## src/rtl/fft8_out_serializer.sv

```systemverilog
// Ping-pong parallel-to-serial output stage of the 8-point FFT: one frame of 8 complex bins in, one bin per cycle out in natural order.
// Latency: bin 0 valid the cycle after capture. Backpressure: out_ready low holds the output; in_ready drops only while both banks are full.
module fft8_out_serializer #(
  parameter int DATA_WIDTH  = 16,
  parameter bit BIT_REVERSE = 1'b1
) (
  input  logic                         clk,
  input  logic                         arst_n,
  input  logic                         in_valid,
  output logic                         in_ready,
  input  logic [8*DATA_WIDTH-1:0]      in_re,
  input  logic [8*DATA_WIDTH-1:0]      in_im,
  output logic                         out_valid,
  input  logic                         out_ready,
  output logic signed [DATA_WIDTH-1:0] out_re,
  output logic signed [DATA_WIDTH-1:0] out_im,
  output logic [2:0]                   out_idx,
  output logic                         out_last
);
  localparam int DW = DATA_WIDTH;

  logic signed [DW-1:0] bank_re_q [2][8];
  logic signed [DW-1:0] bank_re_d [2][8];
  logic signed [DW-1:0] bank_im_q [2][8];
  logic signed [DW-1:0] bank_im_d [2][8];
  logic [1:0]           full_q, full_d;
  logic                 wr_sel_q, wr_sel_d;
  logic                 rd_sel_q, rd_sel_d;
  logic [2:0]           rd_idx_q, rd_idx_d;
  logic                 accept, xfer;

  // Input slot holding natural-order bin k.
  function automatic logic [2:0] slot_of(input logic [2:0] k);
    return BIT_REVERSE ? {k[0], k[1], k[2]} : k;
  endfunction

  assign in_ready  = ~full_q[wr_sel_q];
  assign out_valid = full_q[rd_sel_q];
  assign out_re    = bank_re_q[rd_sel_q][rd_idx_q];
  assign out_im    = bank_im_q[rd_sel_q][rd_idx_q];
  assign out_idx   = rd_idx_q;
  assign out_last  = out_valid && (rd_idx_q == 3'd7);
  assign accept    = in_valid && in_ready;
  assign xfer      = out_valid && out_ready;

  always_comb begin
    bank_re_d = bank_re_q;
    bank_im_d = bank_im_q;
    full_d    = full_q;
    wr_sel_d  = wr_sel_q;
    rd_sel_d  = rd_sel_q;
    rd_idx_d  = rd_idx_q;
    if (accept) begin
      for (int k = 0; k < 8; k++) begin
        bank_re_d[wr_sel_q][k] = in_re[int'(slot_of(3'(k)))*DW +: DW];
        bank_im_d[wr_sel_q][k] = in_im[int'(slot_of(3'(k)))*DW +: DW];
      end
      full_d[wr_sel_q] = 1'b1;
      wr_sel_d         = ~wr_sel_q;
    end
    // The full flags keep the capture bank and the draining bank distinct.
    if (xfer) begin
      rd_idx_d = rd_idx_q + 3'd1;
      if (rd_idx_q == 3'd7) begin
        full_d[rd_sel_q] = 1'b0;
        rd_sel_d         = ~rd_sel_q;
      end
    end
  end

  always_ff @(posedge clk or negedge arst_n) begin
    if (!arst_n) begin
      for (int b = 0; b < 2; b++) begin
        for (int k = 0; k < 8; k++) begin
          bank_re_q[b][k] <= '0;
          bank_im_q[b][k] <= '0;
        end
      end
      full_q   <= 2'b00;
      wr_sel_q <= 1'b0;
      rd_sel_q <= 1'b0;
      rd_idx_q <= 3'd0;
    end else begin
      bank_re_q <= bank_re_d;
      bank_im_q <= bank_im_d;
      full_q    <= full_d;
      wr_sel_q  <= wr_sel_d;
      rd_sel_q  <= rd_sel_d;
      rd_idx_q  <= rd_idx_d;
    end
  end
endmodule

```

## config.mk

```make
export PLATFORM = sky130hd
export DESIGN_NAME = fft8_out_serializer
export DESIGN_NICKNAME = d
export VERILOG_FILES = /design/src/rtl/fft8_out_serializer.sv
export SDC_FILE = /design/constraint.sdc
export NUM_CORES = 1
export LEC_CHECK = 0
export CORE_MARGIN = 2
export CORE_UTILIZATION = 56
export CTS_CLUSTER_DIAMETER = 80
export DETAILED_ROUTE_END_ITERATION = 8
export PLACE_DENSITY = 0.81
export SETUP_SLACK_MARGIN = 0.1
export SLEW_MARGIN = 15
export SYNTH_ARGS = -nofsm -noshare
export SYNTH_HDL_FRONTEND = slang
export SYNTH_SLANG_ARGS = --single-unit
export TNS_END_PERCENT = 50
```

## constraint.sdc

```tcl
create_clock -name clk -period 2.3 [get_ports clk]
set_clock_uncertainty 0.1 [all_clocks]
set_input_delay 0.23 -clock clk [delete_from_list [all_inputs] [get_ports clk]]
set_output_delay 0.23 -clock clk [all_outputs]
set_load 0.005 [all_outputs]
```

# Word-level counts from Yosys, hierarchy flattened
# Index checks and enable logic that the tools add are counted.
[totals]
register_bits = 519
out_inout_bits = 38
wordCells = 117
[op_classes]
bitwise = 9
n_lt_le_gt_ge = 8
eq_ne = 1
add_sub_neg = 1
mux = 55
reduce_logical = 7
[ops]
columns = ["cell", "n"]
rows = [
  ["$bwmux 256", 16],
  ["$demux 128 s1", 8],
  ["$mux 128", 7],
  ["$mux 112", 1],
  ["$bmux 16 s3", 2],
  ["$mux 96", 1],
  ["$mux 16", 5],
  ["$mux 80", 1],
  ["$mux 64", 1],
  ["$mux 48", 1],
  ["$mux 32", 1],
  ["$logic_and 1x1->1", 6],
  ["$mux 1", 6],
  ["$mux 2", 3],
  ["$ge 2x2->1 const B", 2],
  ["$ge 4x4->1 const B", 1],
  ["$lt 1x2->1 const B", 2],
  ["$not 1->2", 2],
  ["$not 3->4", 1],
  ["$add 3x1->3 const B", 1],
  ["$eq 3x3->1 const B", 1],
  ["$not 1->1", 3],
  ["$and 2x2->2", 1],
  ["$demux 1 s1", 2],
  ["5 further kinds", 6],
]

# Depth between registers and ports, before layout
[depth]
ltp_word = 13
ltp_mapped = 6
mapped_depth_nobuf = 5

# Worst setup path before layout
# OpenSTA, ideal clock, no wires.
[synth_path]
kind = "reg-to-output"
from = "register rd_idx_q[0], in the netlist out_idx[0]"
to = "output port out_im[10]"
path_stages_with_launch = 6
setup_slack_ps = 450
required_time_ps = 1970
arrival_ps = 1520
path_buffers = 2
path_cell_list = "dfrtp_1 buf_2 buf_1 mux4_2 a22oi_1 nand2_1"
[synth_via]
elab_chain_cells = 4
[synth_lines]
columns = ["item", "line_no", "rtl"]
rows = [
  ["start, declared", "29", "logic [2:0] rd_idx_q, rd_idx_d;"],
  ["start signal, assigned", "89", "rd_idx_q <= rd_idx_d;"],
  ["$not 3->4 (implied by the code)", "40", "assign out_im = bank_im_q[rd_sel_q][rd_idx_q];"],
  ["$bmux 16 s3", "40", ""],
  ["$mux 16 (implied by the code) (2 in a row)", "40", ""],
  ["end, declared", "16", "output logic signed [DATA_WIDTH-1:0] out_im,"],
]
# Every way passes these cells. The select of a mux whose other input is x is not followed.

# Final worst setup path
[layout_path]
from = "register rd_sel_q"
to = "output port out_valid"
[layout_via]
elab_chain_cells = 2
[layout_lines]
columns = ["item", "line_no", "rtl"]
rows = [
  ["start, declared", "28", "logic rd_sel_q, rd_sel_d;"],
  ["start signal, assigned", "88", "rd_sel_q <= rd_sel_d;"],
  ["$mux 1 (implied by the code) (2 in a row)", "38", "assign out_valid = full_q[rd_sel_q];"],
  ["end, declared", "13", "output logic out_valid,"],
]
# Every way passes these cells. The select of a mux whose other input is x is not followed.

==> run_results.csv <==
group,metric,value,unit
global_route,grt.met2_usage,0.455,
floorplan,ios,298,
setup_path,startpoint_type,"flop",
sta,hold_viol_final,0,
sta,setup_viol,34,
pwr,leakagePower,12.7,nW
synth,synth_top_area_share,0.567,
global_route,grt_pass1_wl,92.3,mm
final_layout,final_core_util,0.745,
global_route,track_usage,0.291,
sta,setup_slack,-0.588,ns
routing,drt-pass1-iter-count,5,
placement,gp_congestion,0.838,
clock_network,htreeDepth,2,
setup_path,end_kind,"output pin",
run,maxCapViolations,0,
global_route,grt-ovfl-total,0,
setup_path,worstPathArrival,2.56,ns
routing,route.detailed.drc,0,
final_layout,final_cell_area,30300,um^2
sta,post-route-period-util,1.26,
floorplan,die_w,206,um
floorplan,dieArea,42600,um^2
sta,maxSlewViolCount,0,
setup_path,ff2ff_path_depth,7,
synth,synth.distinct_cells,21,
pwr,powerDensity,1530,nW/um^2
synth,synth-seq-area-share,0.567,
clock_network,clk_latency,0.59,ns
routing,vias,14108,
hold_path,hold_class,"primary input to asynchronous set/reset pin",
global_route,grt_pass1_vias,15490,
global_route,use_met1,0.403,
global_route,grt_max_degree,104,
floorplan,core,40600,um^2
setup_path,crit_chain,"buf_12, buf_6, buf_12, buf_4, mux2_2, buf_4, clkdlybuf4s50_1",
synth,yosysTopAreaCell,"dfrtp_1",
routing,avgRoutedWirePerCell,25.7,um
floorplan,start_util,0.564,
run_status,violations,"setup timing",
clock_network,clockRootBuffer,"clkbuf_16",
routing,drtAntennaViolNets,0,
sta,fin_crit,2.89,ns
final_layout,regArea,13000,um^2
sta,slew_headroom,0.616,
global_route,busiest_layer,"met2",
global_route,grt_util_met3,0.0564,
synth,syn_avg_cell_area,16.6,um^2
setup_path,worstPathRequired,1.97,ns
clock_network,cts_buffers,54,
sta,max_freq,0.346,GHz
placement,placed_area,27400,um^2
final_layout,num-fill-cells,2418,
synth,syn_nets,1644,
setup_path,crit_path_top_delay_cell,"dfrtp_4",
pwr,vdd_ir_drop_max,0.844,mV
synth,synth_cells,1382,
final_layout,area.growth.synth_to_final,32.2,%
clock_network,cts.reportedPaths.clkPinSlew,0.06,ns
setup_path,slowest_delay,0.51,ns
sta,tightest_slew,0.576,ns
clock_network,cts_tree,"done",
final_layout,multi_input_area,9770,um^2
routing,vias_per_cell,5.96,
setup_path,critical_path_class,"flop to output pin",
synth,synth_area_leaders,"dfrtp_1, mux2_2, mux4_2, a22oi_1, buf_2",
synth,synth_warnings,0,
floorplan,row_count,74,
clock_network,cts.sinks,519,
synth,yosys_register_bits,519,
floorplan,die_h,206,um
final_layout,drive_gt1_frac,0.537,
routing,first_iter_violations,742,
global_route,grt_antenna_before_repair,20,
clock_network,clockBufferDepth,3,
sta,rsz0062_at_grt,"true",
routing,wirelength,60.8,mm
final_layout,num-nets-final,2035,
run_status,status,"complete, but fails checks",
placement,portBuffers,297,
placement,hpwl,40.5,mm
synth,syn_area,22900,um^2
setup_path,path_max_fanout,6,
per-layer routing:
metal | share of wire | routed length (um) | vias up
li1 | - | - | 6038
met2 | 0.49 | 30000 | 428
met4 | 0.031 | 1880 | 6
met5 | 0.00072 | 44 | -
met1 | 0.41 | 25100 | 7525
met3 | 0.062 | 3750 | 111
stage by stage:
step / setup slack, ns / hold WS, ns / TNS, ns / power (mW) / instances
2_1_floorplan: 0.450 / -0.166 / 0 / 27.2 / 1382
3_3_place_gp: -0.308 / 0.0872 / -7.70 / 34.0 / 2210
3_5_place_dp: -0.299 / 0.0875 / -7.58 / 34.8 / 2210
4_1_cts: -0.664 / 0.0746 / -19.05 / 45.8 / 2339
5_1_grt: -0.622 / 0.101 / -19.56 / 48.6 / 2362
6_report: -0.588 / 0.0682 / -17.41 / 46.3 / 2367
sequential cells by signal, indices dropped and copies added (netlist names):
name,flops
bank_im_q,256
bank_re_q,256
out_idx,3
full_q,2
rd_sel_q,1
wr_sel_q,1
power breakdown:
part | switching, mW | total (mW) | internal, mW
combinational | 8.13 | 20.6 | 12.5
clock | 3.64 | 9.31 | 5.67
sequential | 2.57 | 16.4 | 13.8
worst max-delay path, delay by kind of cell (launching register included):
family | cells | cell delay [ns]
muxes | 1 | 0.32
DFF | 1 | 0.51
buffers and inverters | 6 | 1.13
cells by family (layout without fill, tap and decap cells):
logic type,Yosys count,in the layout,share of synthesized area
DFF,519,519,0.567
adders and majority gates,2,2,0.00109
buffers and inverters,100,533,0.0221
other,0,20,0
muxes,644,644,0.379
AOI/OAI and AO/OA,67,67,0.0218
and+or+nand+nor,49,49,0.00879
xor gates and xnor gates,1,1,0.000382
cell type report:
| cell class | count | share of cell area |
|---|---|---|
| Tap cell | 532 | 0.0220 |
| Timing Repair Buffer | 435 | 0.162 |
| Clock inverter | 20 | 0.00929 |
| Antenna cell | 20 | 0.00165 |
| Multi-Input combinational cell | 763 | 0.323 |
| Clock buffer | 78 | 0.0536 |
| Sequential cell | 519 | 0.429 |
final timing paths:
kind,startpoint,endpoint,slack [ns]
setup / recovery,rd_sel_q,out_valid,-0.59
setup reg to reg,rd_sel_q,out_idx[2],0.20
max in group asynchronous,arst_n,rd_sel_q,1.04
hold reg to reg,bank_im_q[46],bank_im_q[46],0.40
min in group clk,in_im[11],bank_im_q[123],0.17
hold / removal,arst_n,bank_im_q[229],0.07
Yosys cell counts:
library cell,number
o21ai_0,1
nor2b_1,2
a41oi_1,1
ha_1,2
buf_6,7
buf_4,1
buf_2,60
mux2i_1,1
xnor2_1,1
dfrtp_1,519
clkbuf_1,24
nor2_1,2
a22oi_1,64
and2_1,3
nand3_1,1
buf_1,8
nand2_1,40
nand3b_1,1
a31oi_1,1
mux4_2,128
mux2_2,515
layout by cell type (no fill, tap or decap), types with 2 or more instances in the layout:
| cell | synthesis | routed |
|---|---|---|
| dfrtp_1 | 519 | 517 |
| mux2_2 | 515 | 515 |
| clkdlybuf4s50_1 | 0 | 262 |
| mux4_2 | 128 | 128 |
| clkbuf_16 | 0 | 57 |
| buf_12 | 0 | 57 |
| a22oi_2 | 0 | 52 |
| buf_4 | 1 | 44 |
| buf_6 | 7 | 33 |
| nand2_1 | 40 | 27 |
| diode_2 | 0 | 20 |
| buf_2 | 60 | 14 |
| a22oi_1 | 64 | 12 |
| clkbuf_8 | 0 | 12 |
| clkinv_2 | 0 | 11 |
| clkbuf_1 | 24 | 9 |
| nand2_2 | 0 | 8 |
| clkbuf_2 | 0 | 8 |
| bufinv_16 | 0 | 7 |
| buf_8 | 0 | 7 |
| buf_16 | 0 | 6 |
| nand2_4 | 0 | 5 |
| nor2b_4 | 0 | 2 |
| ha_1 | 2 | 2 |
| dfrtp_4 | 0 | 2 |
| dlygate4sd2_1 | 0 | 2 |
what timing repair did:
item / CTS / global route
gates cloned: 10 / 0
endpoints found under the setup margin: 35 / 34
pin swaps: 44 / 35
gates resized for setup: 193 / 64
hold endpoints to repair: 444 / 0
hold buffers: 1 / 0
setup buffers: 21 / 13
Power figures use the tool's default switching activity.
